===== src/rtl/accum_cpu_pkg.sv =====
// Shared types and decode helpers for the accumulator CPU core.
package accum_cpu_pkg;

  localparam int OPCODE_W = 3;

  typedef enum logic [OPCODE_W-1:0] {
    OP_LDI  = 3'b000,
    OP_ADDI = 3'b001,
    OP_STA  = 3'b010,
    OP_LDA  = 3'b011,
    OP_ADD  = 3'b100,
    OP_JMP  = 3'b101,
    OP_JZ   = 3'b110,
    OP_HLT  = 3'b111
  } opcode_e;

  typedef enum logic [1:0] {
    ST_IDLE,
    ST_FETCH,
    ST_EXEC,
    ST_HALT
  } state_e;

  function automatic opcode_e op_of(input logic [OPCODE_W-1:0] op_bits);
    return opcode_e'(op_bits);
  endfunction

  // The program ROM may only be rewritten while the core is not executing.
  function automatic logic prog_window(input state_e st);
    return (st == ST_IDLE) || (st == ST_HALT);
  endfunction

endpackage


===== src/rtl/accum_cpu_mem.sv =====
// Generic storage array: one synchronous write port, two asynchronous read ports.
module accum_cpu_mem #(
  parameter int WIDTH  = 8,
  parameter int ADDR_W = 4
) (
  input  logic              clk,
  input  logic              we,
  input  logic [ADDR_W-1:0] waddr,
  input  logic [WIDTH-1:0]  wdata,
  input  logic [ADDR_W-1:0] raddr_a,
  output logic [WIDTH-1:0]  rdata_a,
  input  logic [ADDR_W-1:0] raddr_b,
  output logic [WIDTH-1:0]  rdata_b
);

  logic [WIDTH-1:0] mem_reg [2**ADDR_W];

  always_ff @(posedge clk) begin
    if (we) mem_reg[waddr] <= wdata;
  end

  assign rdata_a = mem_reg[raddr_a];
  assign rdata_b = mem_reg[raddr_b];

endmodule


===== src/rtl/accum_cpu_core.sv =====
// Accumulator CPU: writable program ROM, data RAM, fetch/execute FSM.
// Optional single-step input enabled by defining ACCUM_CPU_STEP_EN.
module accum_cpu_core
  import accum_cpu_pkg::*;
#(
  parameter  int DATA_W  = 8,
  parameter  int ADDR_W  = 4,
  localparam int INSTR_W = OPCODE_W + DATA_W
) (
  input  logic               clk,
  input  logic               reset,
  input  logic               run,
`ifdef ACCUM_CPU_STEP_EN
  input  logic               step,
`endif
  input  logic               prog_we,
  input  logic [ADDR_W-1:0]  prog_addr,
  input  logic [INSTR_W-1:0] prog_data,
  input  logic [ADDR_W-1:0]  dbg_addr,
  output logic [DATA_W-1:0]  dbg_data,
  output logic [ADDR_W-1:0]  pc,
  output logic [DATA_W-1:0]  acc,
  output logic               zero,
  output logic               busy,
  output logic               halted
);

  state_e             state_reg, state_next;
  logic [ADDR_W-1:0]  pc_reg, pc_next;
  logic [DATA_W-1:0]  acc_reg, acc_next;
  logic [INSTR_W-1:0] instr_reg, instr_next;
  logic               step_mode_reg, step_mode_next;

  opcode_e            op;
  logic [DATA_W-1:0]  imm;
  logic [ADDR_W-1:0]  op_addr;
  logic [INSTR_W-1:0] rom_data;
  logic [INSTR_W-1:0] unused_rom_rdata_b;
  logic [DATA_W-1:0]  ram_data;
  logic               rom_we, ram_we;

  assign op      = op_of(instr_reg[INSTR_W-1 -: OPCODE_W]);
  assign imm     = instr_reg[DATA_W-1:0];
  assign op_addr = imm[ADDR_W-1:0];
  assign rom_we  = prog_we && prog_window(state_reg);
  assign ram_we  = (state_reg == ST_EXEC) && (op == OP_STA);

  accum_cpu_mem #(.WIDTH(INSTR_W), .ADDR_W(ADDR_W)) u_rom (
    .clk     (clk),
    .we      (rom_we),
    .waddr   (prog_addr),
    .wdata   (prog_data),
    .raddr_a (pc_reg),
    .rdata_a (rom_data),
    .raddr_b (prog_addr),
    .rdata_b (unused_rom_rdata_b)
  );

  // Port b of the data RAM serves the debug read.
  accum_cpu_mem #(.WIDTH(DATA_W), .ADDR_W(ADDR_W)) u_ram (
    .clk     (clk),
    .we      (ram_we),
    .waddr   (op_addr),
    .wdata   (acc_reg),
    .raddr_a (op_addr),
    .rdata_a (ram_data),
    .raddr_b (dbg_addr),
    .rdata_b (dbg_data)
  );

  always_ff @(posedge clk or posedge reset) begin
    if (reset) begin
      state_reg     <= ST_IDLE;
      pc_reg        <= '0;
      acc_reg       <= '0;
      instr_reg     <= '0;
      step_mode_reg <= 1'b0;
    end else begin
      state_reg     <= state_next;
      pc_reg        <= pc_next;
      acc_reg       <= acc_next;
      instr_reg     <= instr_next;
      step_mode_reg <= step_mode_next;
    end
  end

  always_comb begin
    state_next     = state_reg;
    pc_next        = pc_reg;
    acc_next       = acc_reg;
    instr_next     = instr_reg;
    step_mode_next = step_mode_reg;
    case (state_reg)
      ST_IDLE: begin
        if (run) begin
          state_next     = ST_FETCH;
          step_mode_next = 1'b0;
        end
`ifdef ACCUM_CPU_STEP_EN
        else if (step) begin
          state_next     = ST_FETCH;
          step_mode_next = 1'b1;
        end
`endif
      end
      ST_FETCH: begin
        instr_next = rom_data;
        state_next = ST_EXEC;
      end
      ST_EXEC: begin
        pc_next = pc_reg + ADDR_W'(1);
        case (op)
          OP_LDI:  acc_next = imm;
          OP_ADDI: acc_next = acc_reg + imm;
          OP_LDA:  acc_next = ram_data;
          OP_ADD:  acc_next = acc_reg + ram_data;
          OP_JMP:  pc_next  = op_addr;
          OP_JZ:   if (acc_reg == '0) pc_next = op_addr;
          OP_HLT:  pc_next  = pc_reg;
          default: ;
        endcase
        // A stepped instruction always returns to IDLE, whatever run does.
        if (op == OP_HLT)               state_next = ST_HALT;
        else if (run && !step_mode_reg) state_next = ST_FETCH;
        else                            state_next = ST_IDLE;
        step_mode_next = 1'b0;
      end
      default: state_next = ST_HALT;
    endcase
  end

  assign pc     = pc_reg;
  assign acc    = acc_reg;
  assign zero   = (acc_reg == '0);
  assign busy   = (state_reg == ST_FETCH) || (state_reg == ST_EXEC);
  assign halted = (state_reg == ST_HALT);

endmodule


===== config.mk =====
export PLATFORM = sky130hd
export DESIGN_NAME = accum_cpu_core
export DESIGN_NICKNAME = d
export VERILOG_FILES = /design/src/rtl/accum_cpu_pkg.sv /design/src/rtl/accum_cpu_mem.sv /design/src/rtl/accum_cpu_core.sv
export SDC_FILE = /design/constraint.sdc
export NUM_CORES = 1
export LEC_CHECK = 0
export CAP_MARGIN = 15
export CORE_MARGIN = 3
export CORE_UTILIZATION = 60
export DETAILED_ROUTE_END_ITERATION = 8
export DONT_BUFFER_PORTS = 1
export PLACE_DENSITY = 0.76
export SETUP_SLACK_MARGIN = 0.5
export SLEW_MARGIN = 20
export SYNTH_ARGS = -nofsm -noshare
export SYNTH_HDL_FRONTEND = slang
export SYNTH_HIERARCHICAL = 1
export SYNTH_SLANG_ARGS = --single-unit
export TNS_END_PERCENT = 20

===== constraint.sdc =====
create_clock -name clk -period 7.9 [get_ports clk]
set_input_delay 0.79 -clock clk [delete_from_list [all_inputs] [get_ports clk]]
set_output_delay 0.79 -clock clk [all_outputs]
set_load 0.01 [all_outputs]

==> results of run 1 <==
[per-layer routing]
metal / vias to the layer above / routed length (µm) / part of all wire / GRT usage
met5: - / 0 / 0 / 0
met4: 0 / 1020 / 0.033 / 0.0884
met3: 73 / 2270 / 0.074 / 0.0485
met2: 396 / 15700 / 0.52 / 0.414
met1: 3884 / 11500 / 0.38 / 0.314
li1: 3259 / - / - / -
[report_power, final]
group / internal (W) / leakage [nW] / switching (W)
registers: 0.00211 / 3.02 / 0.000270
logic: 0.000723 / 1.66 / 0.000850
clock network: 0.000928 / 0.530 / 0.000615
total: 0.00376 / 5.21 / 0.00173
[worst max-delay path, cell delays in order, from the launching register on]
cell and delay, ns:
dfrtp_1 1.04, buf_4 0.44, mux4_1 0.35, a22oi_1 0.21, nand2_1 0.12, mux2_2 0.29, ha_1 0.32, a21o_1 0.19
a31o_2 0.24, a41oi_1 0.19, xnor2_1 0.10, o21a_1 0.17
[final cells by class]
class / count / area [µm²] / area share
clock inverter: 16 / 149 / 0.00938
multi-input combinational: 385 / 4460 / 0.281
timing repair buffer: 16 / 120 / 0.00757
clock buffer: 45 / 933 / 0.0588
inverter: 13 / 48.8 / 0.00308
sequential: 329 / 9760 / 0.615
tap: 319 / 399 / 0.0252
[metrics by stage]
stage | std cells | utilization | setup slack, ns | hold slack [ns] | cell area (µm²)
after detailed placement | 1062 | 0.624 | 4.17 | 0.600 | 14800
after global placement | 1062 | 0.624 | 4.22 | 0.576 | 14800
after CTS | 1123 | 0.670 | 4.14 | 0.361 | 15900
after global routing | 1123 | 0.670 | 3.87 | 0.312 | 15900
after floorplan | 770 | - | 4.78 | 0.500 | 14500
final | 1123 | 0.670 | 4.13 | 0.276 | 15900
[path summary, 6_finish.rpt]
path,slack [ns],startpoint,depth (start not counted),endpoint
max in group asynchronous,7.12,reset,1,instr_reg[0]
min reg2reg,0.60,instr_reg[7],1,instr_reg[7]
max,4.13,instr_reg[1],11,acc[7]
min,0.28,reset,1,pc[3]
max reg2reg,4.13,instr_reg[1],11,acc[7]
min in group clk,0.38,prog_data[9],0,u_rom/mem_reg[10][9]
==> run summary, run 1 <==
=======================================================================================
Post-CTS setup-driven buffer insertion count .............................            0
I/O pin total ............................................................           46
Final critical-path required period ......................................      3.77 ns
Vias per Instance ........................................................         6.78
Initial antenna violation count ..........................................            0
Total design power .......................................................    0.00550 W
Number of violations reported at the end of detailed-routing iteration 0 .          788
Leading cell type in the layout, fill and taps excluded ..................     edfxtp_1
Aggregate global-route resource usage ....................................        0.242
Worst slew pin tran ......................................................      1.16 ns
Cell row count ...........................................................           56
Count of antenna-violating nets left after detailed routing ..............            0
PortBufs .................................................................            0
Number of max-slew violations in the final report ........................            0
Post-detailed-route wirelength per cell ..................................      27.2 µm
Die Y-Extent .............................................................       162 µm
Final Wtd Congestion .....................................................        0.866
Leakage Power ............................................................      5.21 nW
First-pass GRT wire length ...............................................      47.4 mm
Final wirelength .........................................................      30.5 mm
Worst min path class ..................................................... input port to async pin
H-tree depth .............................................................            2
Share of the clock period used by the worst path after layout ............        0.478
Number of filler instances in the final layout ...........................         1529
Buffer cell driving the clock tree root ..................................    clkbuf_16
Layout cells sized above 1 ...............................................        0.188
CTS-repair resized insts .................................................            0
Nets in the synthesized netlist ..........................................          806
Later-pin clock latency in the skew report ...............................      0.51 ns
Inserted Clock Buffers ...................................................           34
Total die area ...........................................................    26200 µm²
Clock tree from TritonCTS ................................................          yes
Remaining DRCs ...........................................................            0
Synthesized area per cell ................................................     18.9 µm²
Clk_skew .................................................................    0.0184 ns
Highest clock rate .......................................................      265 MHz
Global route total overflow ..............................................            0
Ant. Diodes ..............................................................            0
Number of endpoints with negative hold slack in the final report .........            0
Critical path launch point type ..........................................    flip-flop
Max-Slew Margin vs Limit .................................................        0.226
Setup repair after global routing missed its margin ......................        false
Initial standard-cell utilization of the core ............................        0.614
Max Cap Violations .......................................................            0
P per Cell Area ..........................................................   346 nW/µm²
Layout Area Growth over Synthesis ........................................        9.06%
Total number of vias .....................................................         7612
Vias in the first global route ...........................................         7967
Highest-count cells in the layout ignoring fill and taps ................. edfxtp_1 (304), mux4_2 (59), a22oi_1 (54), mux4_1 (47), nand2_1 (42)
Cell count after synthesis ...............................................          770
Number of setup violations in the final report ...........................            0
Critical Path End Type ...................................................    flip-flop
CTS Hold Bufs ............................................................            0
Critical-path maximum fanout .............................................           23
Type of the worst setup path ............................................. flip-flop to flip-flop
Post-DP HPWL .............................................................      19.1 mm
Worst VDD drop ...........................................................     0.268 mV
Largest register FFs .....................................................          176
Die width ................................................................       162 µm
Number of nets in the final layout .......................................          815
Core Area ................................................................    23700 µm²
Post-route setup TNS .....................................................         0 ns
Status ................................................................... finished, final reports clean
Data arrival, critical path ..............................................      4.15 ns
Number of clock sinks ....................................................          329
Summed instance area of the synthesized netlist ..........................    14500 µm²
Req. time, crit path .....................................................      8.28 ns
Clock Pin Slew Worst Setup and Hold Paths ................................      0.06 ns
First-pass detailed-route iteration total ................................            5
Maximum clock path buffer count ..........................................            3
Yosys warning count ......................................................            6
Maximum number of pins on one net before global-route repair .............           51
=======================================================================================
Note: power is estimated with default switching activity, not from simulation.
==> run 2: changes to the inputs <==
clock period = 3.7 ns   (was 7.9 ns; I/O delays follow)
==> run 2 against run 1 <==
  * Clock power is 120% higher
  * Routed wire length is 4.2% higher
  * Fmax up 21%
==> run summary, run 2 (synthesized netlist as in run 1, its figures left out) <==
=======================================================================================
Status ................................................................... finished, final reports clean
Largest delay contributor family on the critical path .................... multiplexers
Critical-path maximum fanout .............................................            8
Type of the worst setup path ............................................. flip-flop to flip-flop
Clk_skew .................................................................   0.00962 ns
Number of setup violations in the final report ...........................            0
Total number of vias .....................................................         7924
Req. time, crit path .....................................................      4.08 ns
Highest-count cells in the layout ignoring fill and taps ................. edfxtp_1 (304), mux4_2 (62), buf_4 (47), mux4_1 (44), a22oi_1 (42)
Largest register FFs .....................................................          176
Aggregate global-route resource usage ....................................        0.246
Inserted Clock Buffers ...................................................           35
Number of filler instances in the final layout ...........................         1516
Number of nets in the final layout .......................................          867
Layout cells sized above 1 ...............................................        0.265
Core Area ................................................................    23700 µm²
Number of violations reported at the end of detailed-routing iteration 0 .          740
Maximum clock path buffer count ..........................................            3
Highest clock rate .......................................................      320 MHz
Final critical-path required period ......................................      3.12 ns
Worst slew pin tran ......................................................     0.966 ns
Number of clock sinks ....................................................          329
Ant. Diodes ..............................................................            0
Number of max-slew violations in the final report ........................            0
Leading cell type in the layout, fill and taps excluded ..................     edfxtp_1
H-tree depth .............................................................            2
Post-detailed-route wirelength per cell ..................................      27.0 µm
Worst Hold Margin ........................................................    0.0217 ns
Later-pin clock latency in the skew report ...............................      0.51 ns
I/O pin total ............................................................           46
Clock tree from TritonCTS ................................................          yes
Initial standard-cell utilization of the core ............................        0.614
Number of endpoints with negative hold slack in the final report .........            0
Count of antenna-violating nets left after detailed routing ..............            0
Post-route setup TNS .....................................................         0 ns
Critical path launch point type ..........................................    flip-flop
Worst path buffer plus inverter count ....................................            2
Remaining DRCs ...........................................................            0
Max Cap Violations .......................................................            0
Vias in the first global route ...........................................         8168
Share of the clock period used by the worst path after layout ............        0.844
Max-Slew Margin vs Limit .................................................        0.350
Die width ................................................................       162 µm
First-pass detailed-route iteration total ................................            5
Die Y-Extent .............................................................       162 µm
Worst VDD drop ...........................................................     0.498 mV
Cell row count ...........................................................           56
Maximum number of pins on one net before global-route repair .............           33
Initial antenna violation count ..........................................            0
Biggest cell delay along the critical path ...............................      0.54 ns
First-pass GRT wire length ...............................................      48.6 mm
Leakage Power ............................................................      5.51 nW
Final Wtd Congestion .....................................................        0.867
Crit-path cells .......................................................... buf_12 -> buf_6 -> mux4_1 -> a22oi_1 -> nand2_1 -> mux2_2 -> ha_4 -> nor2b_1 -> o31a_1 -> o21ai_2 -> nor4b_4 -> nor3_1
Final wirelength .........................................................      31.8 mm
Post-DP HPWL .............................................................      20.1 mm
Slowest cell on the critical path ........................................       mux4_1
Critical Path End Type ...................................................    flip-flop
Clock Pin Slew Worst Setup and Hold Paths ................................      0.06 ns
P per Cell Area ..........................................................   752 nW/µm²
Buffer cell driving the clock tree root ..................................    clkbuf_16
Vias per Instance ........................................................         6.73
Worst min path class ..................................................... input port to flip-flop
Setup repair after global routing missed its margin ......................         true
Total die area ...........................................................    26200 µm²
Global route total overflow ..............................................            0
PortBufs .................................................................            0
Layout Area Growth over Synthesis ........................................        13.6%
Data arrival, critical path ..............................................      3.51 ns
=======================================================================================
[run 2: changes by cell type in the layout (fill, tap and decap cells not counted), moves of 5 or more]
cell	before	now
buf_4	16	47
a22oi_1	54	42
a22oi_2	0	12
dlygate4sd3_1	0	12
clkinv_1	9	2
nand2_1	42	36
nand2_2	0	6
ha_1	12	7
[run 2: stage by stage]
stage           util  setup WS [ns]  instance area, µm²  total power, W  std cells
6_report       0.698          0.578               16500          0.0124       1177
5_1_grt        0.698          0.496               16500          0.0130       1177
4_1_cts        0.689          0.484               16300          0.0121       1170
3_5_place_dp   0.632          0.284               15000         0.00861       1084
3_3_place_gp   0.632          0.400               15000         0.00849       1084
2_1_floorplan      -          0.584               14500         0.00761        770
[run 2: power by group]
part | total [W] | internal, W | leakage (nW) | switching, W
sequential | 0.00509 | 0.00451 | 3.02 | 0.000588
clock | 0.00333 | 0.00198 | 0.542 | 0.00136
combinational | 0.00401 | 0.00195 | 1.95 | 0.00206
total | 0.0124 | 0.00843 | 5.51 | 0.00401
[run 2: final timing paths]
path	startpoint	endpoint	slack (ns)	cells after the start
worst max-delay path	instr_reg[0]	acc[6]	0.58	12
max in group asynchronous	reset	instr_reg[0]	2.88	2
worst max register to register	instr_reg[0]	acc[6]	0.58	12
min in group asynchronous	reset	acc[0]	0.39	2
worst min-delay path	run	state_reg[0]	0.02	1
worst min register to register	instr_reg[6]	instr_reg[6]	0.56	1
[run 2: layer usage]
| layer | share of wire | wire length, µm | global-route usage | vias to the layer above |
|---|---|---|---|---|
| li1 | - | - | - | 3373 |
| met1 | 0.37 | 11700 | 0.322 | 4088 |
| met2 | 0.53 | 16900 | 0.438 | 397 |
| met3 | 0.078 | 2480 | 0.0403 | 66 |
| met4 | 0.025 | 790 | 0.0620 | 0 |
| met5 | 0 | 0 | 0 | - |
[run 2: final cells by class]
class,instances,area [µm²],share of cell area
tap,319,399,0.0241
clock inverter,12,106,0.00643
multi-input combinational,385,4580,0.277
clock buffer,52,1010,0.0611
sequential,329,9760,0.590
timing repair buffer,67,628,0.0380
inverter,13,48.8,0.00295
[run 2: worst register-to-register path, stage by stage, from the launching register on]
cell     delay [ns]
dfrtp_2        0.38
buf_12         0.14
buf_6          0.11
mux4_1         0.54
a22oi_1        0.22
nand2_1        0.17
mux2_2         0.33
ha_4           0.24
nor2b_1        0.15
o31a_1         0.26
o21ai_2        0.16
nor4b_4        0.23
nor3_1         0.08
[run 2: timing repair]
action / in CTS / in global routing
pin swaps: 3 / 10
setup buffers: 10 / 5
hold buffers: 11 / 1
endpoints found under the setup margin: 5 / 6
hold endpoints to repair: 176 / 25
cloned: 1 / 1
gates resized for setup: 5 / 37
==> run 3: changes to the inputs <==
clock period = 3.3 ns   (was 3.7 ns; I/O delays follow)
==> run 3 against run 2 <==
  * Sequential power increased by 8.3%
  * Clock power increased by 9.3%
  * Cell count increased by 0.34%
  * Worst hold slack improved by 0.0078 ns
  * Routed wire length increased by 4.1%
  * Design area about the same
  * Sequential share of layout area about the same
  * Combinational power increased by 21%
  * Utilization about the same
  * First-iteration DRC count increased by 7.0%
==> run summary, run 3 (synthesized netlist as in run 1, its figures left out) <==
=======================================================================================
Leading cell type in the layout, fill and taps excluded ..................     edfxtp_1
H-tree depth .............................................................            2
Max-Slew Margin vs Limit .................................................        0.371
Number of violations reported at the end of detailed-routing iteration 0 .          792
P per Cell Area ..........................................................   847 nW/µm²
Buffer cell driving the clock tree root ..................................    clkbuf_16
Total die area ...........................................................    26200 µm²
Layout cells sized above 1 ...............................................        0.267
Final critical-path required period ......................................      3.17 ns
Data arrival, critical path ..............................................      3.58 ns
Final Wtd Congestion .....................................................        0.902
Number of nets in the final layout .......................................          876
Storage element area .....................................................     9760 µm²
Maximum clock path buffer count ..........................................            3
Later-pin clock latency in the skew report ...............................      0.50 ns
Max Cap Violations .......................................................            0
Count of antenna-violating nets left after detailed routing ..............            0
Global route total overflow ..............................................            0
Worst slew pin tran ......................................................     0.942 ns
Largest register FFs .....................................................          176
Post-route setup TNS .....................................................         0 ns
Die Y-Extent .............................................................       162 µm
Die width ................................................................       162 µm
Aggregate global-route resource usage ....................................        0.257
Worst Hold Margin ........................................................    0.0295 ns
Maximum number of pins on one net before global-route repair .............           51
R2R cell count ...........................................................           13
Share of the clock period used by the worst path after layout ............        0.959
Layout Area Growth over Synthesis ........................................        13.7%
Final wirelength .........................................................      33.1 mm
Critical path launch point type ..........................................    flip-flop
Vias per Instance ........................................................         6.78
Leakage Power ............................................................      5.52 nW
Initial antenna violation count ..........................................            1
Critical-path maximum fanout .............................................            7
Crit-path cells .......................................................... buf_12 -> mux4_4 -> a22oi_2 -> nand2_1 -> nand2_1 -> o21ai_1 -> ha_2 -> inv_2 -> fa_2 -> maj3_2 -> nand2_1 -> o21ai_1 -> a31oi_1
First-pass detailed-route iteration total ................................            6
Final Instance Count excl. Fillers .......................................         1181
Hold path endpoint ....................................................... state_reg[1]
Cell seen most often among critical-path stages ..........................      nand2_1
Total design power .......................................................     0.0140 W
Slack of the worst reg-to-reg path .......................................      0.13 ns
Worst VDD drop ...........................................................     0.497 mV
Number of max-slew violations in the final report ........................            0
Total number of vias .....................................................         8011
Hold Path Stages .........................................................            2
PortBufs .................................................................            0
Dpl ws ...................................................................     0.158 ns
Cell row count ...........................................................           56
Biggest cell delay along the critical path ...............................      0.64 ns
Remaining DRCs ...........................................................            0
Clock tree from TritonCTS ................................................          yes
Inserted Clock Buffers ...................................................           34
Startpoint of the lowest-slack register-to-register path ................. instr_reg[0]
Combined area of the multi-input logic cells .............................     4530 µm²
Clock Pin Slew Worst Setup and Hold Paths ................................      0.06 ns
Setup repair after global routing missed its margin ......................         true
Least setup slack across all paths after layout ..........................     0.135 ns
Number of clock sinks ....................................................          329
Worst flop-to-flop path endpoint .........................................       acc[1]
Total placed cells including tap cells ...................................         1099
Number of filler instances in the final layout ...........................         1507
Highest clock rate .......................................................      316 MHz
Worst min path class ..................................................... input port to flip-flop
Req. time, crit path .....................................................      3.71 ns
Vias in the first global route ...........................................         8413
Highest-count cells in the layout ignoring fill and taps ................. edfxtp_1 (304), mux4_2 (71), buf_4 (54), a22oi_1 (49), nand2_1 (40)
Clk_skew .................................................................    0.0133 ns
Core Area ................................................................    23700 µm²
Post-detailed-route wirelength per cell ..................................      28.0 µm
Critical Path End Type ...................................................    flip-flop
Number of setup violations in the final report ...........................            0
Post-DP HPWL .............................................................      20.8 mm
Type of the worst setup path ............................................. flip-flop to flip-flop
Beginning of the worst hold path .........................................          run
First-pass GRT wire length ...............................................      50.5 mm
I/O pin total ............................................................           46
Status ................................................................... finished, final reports clean
Slowest cell on the critical path ........................................       mux4_4
Number of endpoints with negative hold slack in the final report .........            0
Initial standard-cell utilization of the core ............................        0.614
=======================================================================================
==> run 3: what timing repair did <==
action / 4_1_cts / 5_1_grt
buffers inserted: 4 / 5
hold buffers: 12 / 1
cloned: 1 / 1
hold endpoints to repair: 177 / 25
pin swaps: 0 / 8
resized for setup: 4 / 12
endpoints found under the setup margin: 6 / 7
==> run 3: worst max-delay path, delay by kind of cell, from the launching register on <==
kind | cells | cell delay [ns]
adder cells (fa/ha/maj) | 3 | 0.95
AO/OA/AOI/OAI | 4 | 0.55
AND/OR/NAND/NOR | 3 | 0.28
multiplexers | 1 | 0.64
flip-flops | 1 | 0.44
buffers and inverters | 2 | 0.22
==> run 3: per-layer routing <==
metal,vias to the layer above,wire (µm),global-route usage
li1,3373,-,-
met1,4125,11900,0.323
met2,409,17800,0.461
met3,104,2170,0.0416
met4,0,1270,0.0911
met5,-,0,0
==> run 3: per-stage QoR <==
step           area (µm²)   util
6_report            16500  0.698
2_1_floorplan       14600      -
3_5_place_dp        15200  0.640
4_1_cts             16400  0.694
3_3_place_gp        15200  0.640
5_1_grt             16500  0.698
==> run 3: layout make-up <==
cell class | count | area share
Sequential cell | 329 | 0.590
Multi-Input combinational cell | 385 | 0.274
Clock buffer | 41 | 0.0543
Timing Repair Buffer | 77 | 0.0447
Tap cell | 319 | 0.0241
Clock inverter | 16 | 0.00931
Inverter | 13 | 0.00295
Antenna cell | 1 | 0.000151
==> run 3: how the worst max path moves through the flow <==
stage / startpoint / to / cells after the start
6_report: instr_reg[0] / acc[1] / 13
5_1_grt: instr_reg[0] / acc[6] / 14
4_1_cts: instr_reg[0] / acc[6] / 14
3_5_place_dp: instr_reg[0] / acc[6] / 11
3_3_place_gp: instr_reg[0] / acc[5] / 11
2_1_floorplan: instr_reg[0] / acc[7] / 12
==> run 3: power breakdown <==
group          switching, W  internal, W
Sequential         0.000460      0.00505
Combinational       0.00256      0.00229
Clock               0.00148      0.00217
==> patch, RTL diff (config.mk and constraints of run 2) <==
`ADDR_W` is set to 4 in 2 places; all go to 5.
--- a/src/rtl/accum_cpu_mem.sv
+++ b/src/rtl/accum_cpu_mem.sv
@@ -1,7 +1,7 @@
 // Generic storage array: one synchronous write port, two asynchronous read ports.
 module accum_cpu_mem #(
   parameter int WIDTH  = 8,
-  parameter int ADDR_W = 4
+  parameter int ADDR_W = 5
 ) (
   input  logic              clk,
   input  logic              we,
--- a/src/rtl/accum_cpu_core.sv
+++ b/src/rtl/accum_cpu_core.sv
@@ -4,7 +4,7 @@
   import accum_cpu_pkg::*;
 #(
   parameter  int DATA_W  = 8,
-  parameter  int ADDR_W  = 4,
+  parameter  int ADDR_W  = 5,
   localparam int INSTR_W = OPCODE_W + DATA_W
 ) (
   input  logic               clk,
Interface: changed (resized dbg_addr, pc and prog_addr); port bits go from 46 to 49. The function was not compared with the original's and may differ.
==> patch against run 2 <==
The flow now finishes with violations (setup timing); power up 88%; sequential cell count grew 305; sequential share of layout area is 1.0 points higher; cell area increased by 91%; routed wire length increased by 110%; synthesized area is 90% higher; worst setup slack got worse by 620 ps; clock skew increased by 7.0 ps; first-iteration DRC count rose to 2.7 times the old value; combinational power increased by 95%; worst hold slack better by 20 ps; critical path type unchanged; highest routed layer unchanged.
==> patch: results (changes against run 2) <==
Crit-path max FO: 6 (-2)
P&R area growth vs syn: 13.8%
Post-synthesis average cell area: 18.5 sq um (-2.1%)
WL met1: 25.2 mm (+120%)
# placed instances: 2114 (+95%)
HPWL after DPL: 41.3 mm (+110%)
Non-Clock Buffer Area Fraction: 4.65% (+0.85 points)
Fraction of area in multi-input gates: 26.3% (-1.5 points)
Met3 WL: 6.23 mm (+150%)
Multi-input logic cell count: 762 (+98%)
Wire length on met2: 33.2 mm (+97%)
# resized after CTS: 13 (+8)
Nets: 1656 (+91%)
Fill cells: 2813 (+86%)
Global-route wire length before repair: 100 mm (+110%)
Seq area share: 60.0% (+1.0 points)
Largest net degree at the start of global routing: 65 (+97%)
Final setup violation count: 2 (+2)
Worst hold path stage count: 2 (+1)
Hold buffers post-CTS: 13 (+2)
Global-route track usage on met1: 38.1% (+5.9 points)
Inverter count: 7 (-6)
WHS: 41.6 ps (+19.9 ps)
Final worst setup slack: -44.6 ps (-623 ps)
Vias per cell: 6.82 (+1.3%)
R2r startpoint: instr_reg[1]
Pre-CTS WS: 2.62 ps (-281 ps)
Worst IR drop on VDD: 575 uV (+15%)
Area post-placement: 0.0288 sq mm (+92%)
Via count: 15500 (+95%)
Slowest-stage cell, CP: dfrtp_4
Least-Margin Pin Slew: 860 ps (-106 ps)
Tot GR Track Use: 28.1% (+3.5 points)
Failing checks: setup timing
Non-CTS buffers: 146 (+120%)
CTS Sinks: 634 (+93%)
DRT Wirelength: 67.1 mm (+110%)
WP data arrival: 4260 ps (+750 ps)
Syn nets: 1534 (+90%)
Met2 Usage GRT: 45.6% (+1.8 points)
Status: finished with violations
Clkbuf count: 79 (+52%)
[patch: cell count changes in the layout (fill, tap and decap cells not counted), moves of 44 or more]
cell      before  now
buf_4         47  111
edfxtp_1     304  608
mux2i_1        2  181
mux4_1        44    0
mux4_2        62  160
nor2_1        34   78
[patch: report_power, final]
group | switching (uW) | total, uW | leakage, uW | internal [uW]
registers | 607 | 9130 | 0.00576 | 8520
clock network | 2660 | 6400 | 0.00102 | 3750
logic | 4240 | 7820 | 0.00364 | 3580
[patch: how the worst max path moves through the flow]
| stage | startpoint | slack (ps) | cells after the start | endpoint |
|---|---|---|---|---|
| floorplan | instr_reg[1] | 300 | 14 | acc[4] |
| global placement | instr_reg[1] | 50 | 12 | acc[7] |
| detailed placement | instr_reg[1] | 3 | 12 | acc[7] |
| CTS | instr_reg[1] | 70 | 12 | acc[4] |
| global route | instr_reg[1] | -120 | 13 | acc[5] |
| finish | instr_reg[1] | -40 | 13 | acc[5] |
